[src/rtl/voice_sequencer.sv]
// voice_sequencer: per-sample envelope voice scheduler plus round-robin arbiter for the shared multiplier.
// Define VSEQ_WDT_EN to add the envelope-handshake watchdog and its sticky wdt_err_o flag.
module voice_sequencer #(
    parameter int unsigned NUM_VOICES = 3,
    parameter int unsigned WDT_CYCLES = 255
) (
    input  logic       clk_i,
    input  logic       rst_i,
    input  logic       sample_tick_i,
    output logic       env_start_o,
    output logic [1:0] env_voice_idx_o,
    input  logic       env_ready_i,
    input  logic       env_mult_req_i,
    output logic       env_mult_ready_o,
    input  logic       flt_mult_req_i,
    output logic       flt_mult_ready_o,
    output logic       mult_start_o,
    output logic       mult_sel_o,
    input  logic       mult_ready_i,
    output logic       frame_done_o,
    output logic       overrun_o,
    output logic       busy_o
`ifdef VSEQ_WDT_EN
    ,
    output logic       wdt_err_o
`endif
);

    if (NUM_VOICES < 1 || NUM_VOICES > 4) begin : g_bad_voices
        $error("NUM_VOICES must be in 1..4");
    end
    if (WDT_CYCLES < 1 || WDT_CYCLES > 255) begin : g_bad_wdt
        $error("WDT_CYCLES must be in 1..255");
    end

    localparam logic [1:0] LAST_VOICE = 2'(NUM_VOICES - 1);

    typedef enum logic [1:0] {IDLE, START, WAIT, DONE} state_t;

    state_t     state;
    logic [1:0] voice;
    logic       wdt_fire;

    assign env_voice_idx_o = voice;

    always_ff @(posedge clk_i or posedge rst_i) begin
        if (rst_i) begin
            state        <= IDLE;
            voice        <= '0;
            env_start_o  <= 1'b0;
            frame_done_o <= 1'b0;
            overrun_o    <= 1'b0;
            busy_o       <= 1'b0;
        end else begin
            env_start_o  <= 1'b0;
            frame_done_o <= 1'b0;
            // A tick that lands while a frame is still running is dropped, not queued.
            if (sample_tick_i && state != IDLE) overrun_o <= 1'b1;
            case (state)
                IDLE: if (sample_tick_i) begin
                    state       <= START;
                    env_start_o <= 1'b1;
                    busy_o      <= 1'b1;
                end
                START: state <= WAIT;
                WAIT: if (env_ready_i || wdt_fire) begin
                    if (voice == LAST_VOICE) begin
                        state        <= DONE;
                        frame_done_o <= 1'b1;
                    end else begin
                        voice       <= voice + 2'd1;
                        state       <= START;
                        env_start_o <= 1'b1;
                    end
                end
                DONE: begin
                    state  <= IDLE;
                    voice  <= '0;
                    busy_o <= 1'b0;
                end
                default: state <= IDLE;
            endcase
        end
    end

`ifdef VSEQ_WDT_EN
    localparam logic [7:0] WDT_LAST = 8'(WDT_CYCLES - 1);
    logic [7:0] wdt_cnt;

    // Fires on the WDT_CYCLES-th consecutive WAIT cycle without a ready.
    assign wdt_fire = (state == WAIT) && !env_ready_i && (wdt_cnt == WDT_LAST);

    always_ff @(posedge clk_i or posedge rst_i) begin
        if (rst_i) begin
            wdt_cnt   <= '0;
            wdt_err_o <= 1'b0;
        end else begin
            if (state == START) wdt_cnt <= '0;
            else if (state == WAIT && !env_ready_i && !wdt_fire) wdt_cnt <= wdt_cnt + 8'd1;
            if (wdt_fire) wdt_err_o <= 1'b1;
        end
    end
`else
    assign wdt_fire = 1'b0;
`endif

    // Multiplier arbiter: 0 = envelope, 1 = filter.
    logic env_pend, flt_pend, mult_busy, rr_last;
    logic env_want, flt_want, mult_free, grant, grant_sel;

    // Same-cycle requests take part in arbitration so none is lost around a grant or ready.
    assign env_want  = env_pend | env_mult_req_i;
    assign flt_want  = flt_pend | flt_mult_req_i;
    assign mult_free = ~mult_busy | mult_ready_i;
    assign grant     = mult_free & (env_want | flt_want);
    assign grant_sel = (env_want & flt_want) ? ~rr_last : flt_want;

    assign env_mult_ready_o = mult_busy & mult_ready_i & ~mult_sel_o;
    assign flt_mult_ready_o = mult_busy & mult_ready_i &  mult_sel_o;

    always_ff @(posedge clk_i or posedge rst_i) begin
        if (rst_i) begin
            env_pend     <= 1'b0;
            flt_pend     <= 1'b0;
            mult_busy    <= 1'b0;
            rr_last      <= 1'b1;
            mult_start_o <= 1'b0;
            mult_sel_o   <= 1'b0;
        end else begin
            mult_start_o <= grant;
            env_pend     <= env_want & ~(grant & ~grant_sel);
            flt_pend     <= flt_want & ~(grant &  grant_sel);
            if (grant) begin
                mult_sel_o <= grant_sel;
                rr_last    <= grant_sel;
                mult_busy  <= 1'b1;
            end else if (mult_ready_i) begin
                mult_busy <= 1'b0;
            end
        end
    end

endmodule
[config.mk]
export PLATFORM = sky130hd
export DESIGN_NAME = voice_sequencer
export DESIGN_NICKNAME = d
export VERILOG_FILES = /design/src/rtl/voice_sequencer.sv
export SDC_FILE = /design/constraint.sdc
export NUM_CORES = 1
export LEC_CHECK = 0
export BUFFER_PORTS_ARGS = -buffer_cell sky130_fd_sc_hd__clkbuf_2
export CAP_MARGIN = 0
export CELL_PAD_IN_SITES_DETAIL_PLACEMENT = 0
export CELL_PAD_IN_SITES_GLOBAL_PLACEMENT = 1
export CORE_MARGIN = 3
export CORE_UTILIZATION = 30
export DETAILED_ROUTE_END_ITERATION = 10
export GPL_TIMING_DRIVEN = 0
export PLACE_DENSITY = 0.71
export SYNTH_ARGS = -nofsm -noshare
export SYNTH_HDL_FRONTEND = slang
export SYNTH_SLANG_ARGS = --single-unit
[constraint.sdc]
create_clock -name clk_i -period 1.33 [get_ports clk_i]
set_input_delay 0.0665 -clock clk_i [delete_from_list [all_inputs] [get_ports clk_i]]
set_output_delay 0.0665 -clock clk_i [all_outputs]
set_load 0.02 [all_outputs]
==> impl_metrics.env <==
export IMPL_run_status="finished, final reports clean"
export IMPL_peakVddDrop_v=0.000799
export IMPL_placed_cell_area_um2=742
export IMPL_cp_num_buf_inv=1
export IMPL_dr_pass1_iters=3
export IMPL_ys_types=26
export IMPL_pin_count=17
export IMPL_core_um2=1860
export IMPL_skew_ns=0.000842
export IMPL_syn2layout_area_growth_pct=24.6
export IMPL_grt_ovfl_total=0
export IMPL_rsz0062_at_grt="false"
export IMPL_grt_max_degree=15
export IMPL_start_kind="flip-flop"
export IMPL_setup_viol=0
export IMPL_path_cells="inv_1, ha_1, nand2b_1, a31oi_1, o31ai_1"
export IMPL_cts_max_path_buffers=2
export IMPL_finalCritPeriodShare_pct=93.5
export IMPL_gp_congestion=0.733
export IMPL_n_fill_cell=181
export IMPL_synth_seq_cells=14
export IMPL_synth_async_reset_ratio_pct=100
export IMPL_hold_viol=0
export IMPL_diodes=0
export IMPL_yosysSeqAreaShare_pct=55.8
export IMPL_cp_slowest_cell="dfrtp_1"
export IMPL_path_delay_family="flip-flops"
export IMPL_via_per_inst=4.47
export IMPL_cts_sinks=14
export IMPL_postSynthNetCount=66
export IMPL_max_stage_delay_ns=0.39
export IMPL_htreeDepth=1
export IMPL_relSlewSlack_pct=64.6
export IMPL_cts_root_buf="clkbuf_4"
export IMPL_fin_nets=89
export IMPL_yosys_area_top_type_share_pct=51.6
export IMPL_fin_cells=105
export IMPL_cp_arrival_ns=1.41
export IMPL_leakage_nw=0.382
export IMPL_synth_most_common_cell="dfrtp_1"
export IMPL_cts_tree="done"
export IMPL_clock_latency_ns=0.28
export IMPL_grt_pass1_vias=407
export IMPL_hold_class="primary input to flip-flop"
export IMPL_report_final_slew_viol_count=0
export IMPL_cts_buffers=3
export IMPL_syn_inst=58
export IMPL_max_cap_violations=0
export IMPL_routed_wl_um=1100
export IMPL_syn_mean_instance_area_um2=10.9
export IMPL_synth_largest_area_cell="dfrtp_1"
export IMPL_dr_total_vias=469
export IMPL_cp_required_ns=1.50
export IMPL_die_y_um=51.8
export IMPL_antenna_found_initial=0
export IMPL_track_usage_pct=9.43
export IMPL_setup_worst_path_end_class="flip-flop"
export IMPL_clkTransAtPathRegs_ns=0.08
export IMPL_fin_crit_ns=1.24
export IMPL_ys_top_cells_by_count="13 x dfrtp_1, 5 x inv_1, 4 x a21oi_1, 4 x nor2_1"
export IMPL_initial_core_util_pct=33.9
export IMPL_avgRoutedWirePerCell_um=10.5
export IMPL_synth_edf_count=0
export IMPL_final_antenna_net_count=0
export IMPL_drt_initial_drc_count=6
export IMPL_die_area_um2=2690
export IMPL_dp_hpwl_um=790
export IMPL_syn_cell_area_um2=631
export IMPL_numPortBuffers=16
export IMPL_yosys_warnings=0
export IMPL_die_w_um=51.8
export IMPL_ys_flop_type="dfrtp_1"
export IMPL_worst_slew_pin_slew_ns=0.530
export IMPL_fin_area_um2=786
export IMPL_setup_tns_ns=0
export IMPL_rows=15
export IMPL_p_total_w=0.00168
export IMPL_dpl_cell_count=99
export IMPL_max_freq_ghz=0.805
export IMPL_drc=0
export IMPL_utilization_pct=42.3
export IMPL_grt_pass1_wl_um=1750
export IMPL_synth_area_top_cells="dfrtp_1 52%, dfstp_2 4.2%, a21oi_1 3.2%"
export IMPL_drive_gt1_share_pct=36.3
export IMPL_power_density_nw_per_um2=2130
export IMPL_cp_max_fo=4
export IMPL_path_class="flip-flop to flip-flop"
==> repair_timing <==
action | 4_1_cts | 5_1_grt
endpoints found under the hold margin | 13 | 0
buffers inserted | 0 | 1
endpoints found under the setup margin | 0 | 1
hold buffers | 1 | 0
resized for setup | 0 | 0
==> through the flow <==
stage | hold WS (ns) | setup slack (ns)
2_1_floorplan | -0.0450 | 0.0443
4_1_cts | 0.0555 | 0.0513
3_3_place_gp | 0.125 | 0.106
5_1_grt | 0.0653 | 0.0208
3_5_place_dp | 0.117 | 0.0655
6_report | 0.0677 | 0.0870
==> worst reg2reg max path, delay by kind of cell (launching register included) <==
kind,cells,cell delay [ns]
flops,1,0.39
compound gates,2,0.29
fa+ha+maj,1,0.20
simple gates,1,0.19
buf+inv,1,0.06
==> layer usage <==
layer | share of wire (%) | track usage (%) | wire (µm) | vias up
met5 | 0 | 0 | 0 | -
met4 | 4.5 | 10.5 | 49 | 0
met3 | 6.9 | 2.58 | 76 | 5
met2 | 35 | 10.7 | 384 | 15
met1 | 54 | 12.9 | 588 | 206
li1 | - | - | - | 243
==> report_power, final <==
group          internal (W)  total, W  switching, W
clock              0.000116  0.000255      0.000138
combinational      0.000348  0.000764      0.000416
sequential         0.000574  0.000659     0.0000841
==> cells in the final DEF (no fill, tap or decap), drive strengths merged <==
cell type,n
and3,1
nand2b,4
a31oi,1
o31ai,2
nor2,4
dlygate4sd3,1
o21ai,6
nor2b,2
clkbuf,20
a2bb2oi,1
dfrtp,13
a21oi,5
o21a,1
buf,3
o22ai,1
nor3b,1
inv,5
nand2,3
nand3b,1
nand3,2
o21bai,1
dfstp,1
ha,1
==> area by class of cell <==
cell class              count  area (µm²)  area share, %
inverters                   5        18.8           2.39
multi-input cells          37         244           31.1
flip-flops and latches     14         352           44.7
clock buffers               4        26.3           3.34
plain buffers               2        16.3           2.07
repair buffers             18        97.6           12.4
well taps                  25        31.3           3.98
==> kinds of logic (layout without fill, tap and decap cells) <==
| family | after synthesis | after routing | synth area share, % |
|---|---|---|---|
| flops | 14 | 14 | 55.8 |
| buf+inv | 7 | 29 | 5.55 |
| simple gates | 18 | 18 | 17.3 |
| compound gates | 18 | 18 | 19.4 |
| fa+ha+maj | 1 | 1 | 1.98 |
==> final timing paths <==
| check | startpoint | to | slack, ns | cells past startpoint |
|---|---|---|---|---|
| min | sample_tick_i | overrun_o$_DFFE_PP0P_ | 0.07 | 3 |
| max reg2reg | env_voice_idx_o[0]$_DFFE_PP0P_ | env_voice_idx_o[0]$_DFFE_PP0P_ | 0.09 | 5 |
| max | env_voice_idx_o[0]$_DFFE_PP0P_ | env_voice_idx_o[0]$_DFFE_PP0P_ | 0.09 | 5 |
| min in group asynchronous | rst_i | env_start_o$_DFF_PP0_ | 0.35 | 3 |
| min reg2reg | overrun_o$_DFFE_PP0P_ | overrun_o$_DFFE_PP0P_ | 0.48 | 1 |
| max in group asynchronous | rst_i | rr_last$_DFFE_PP1P_ | 0.62 | 3 |
Power figures use the tool's default switching activity.
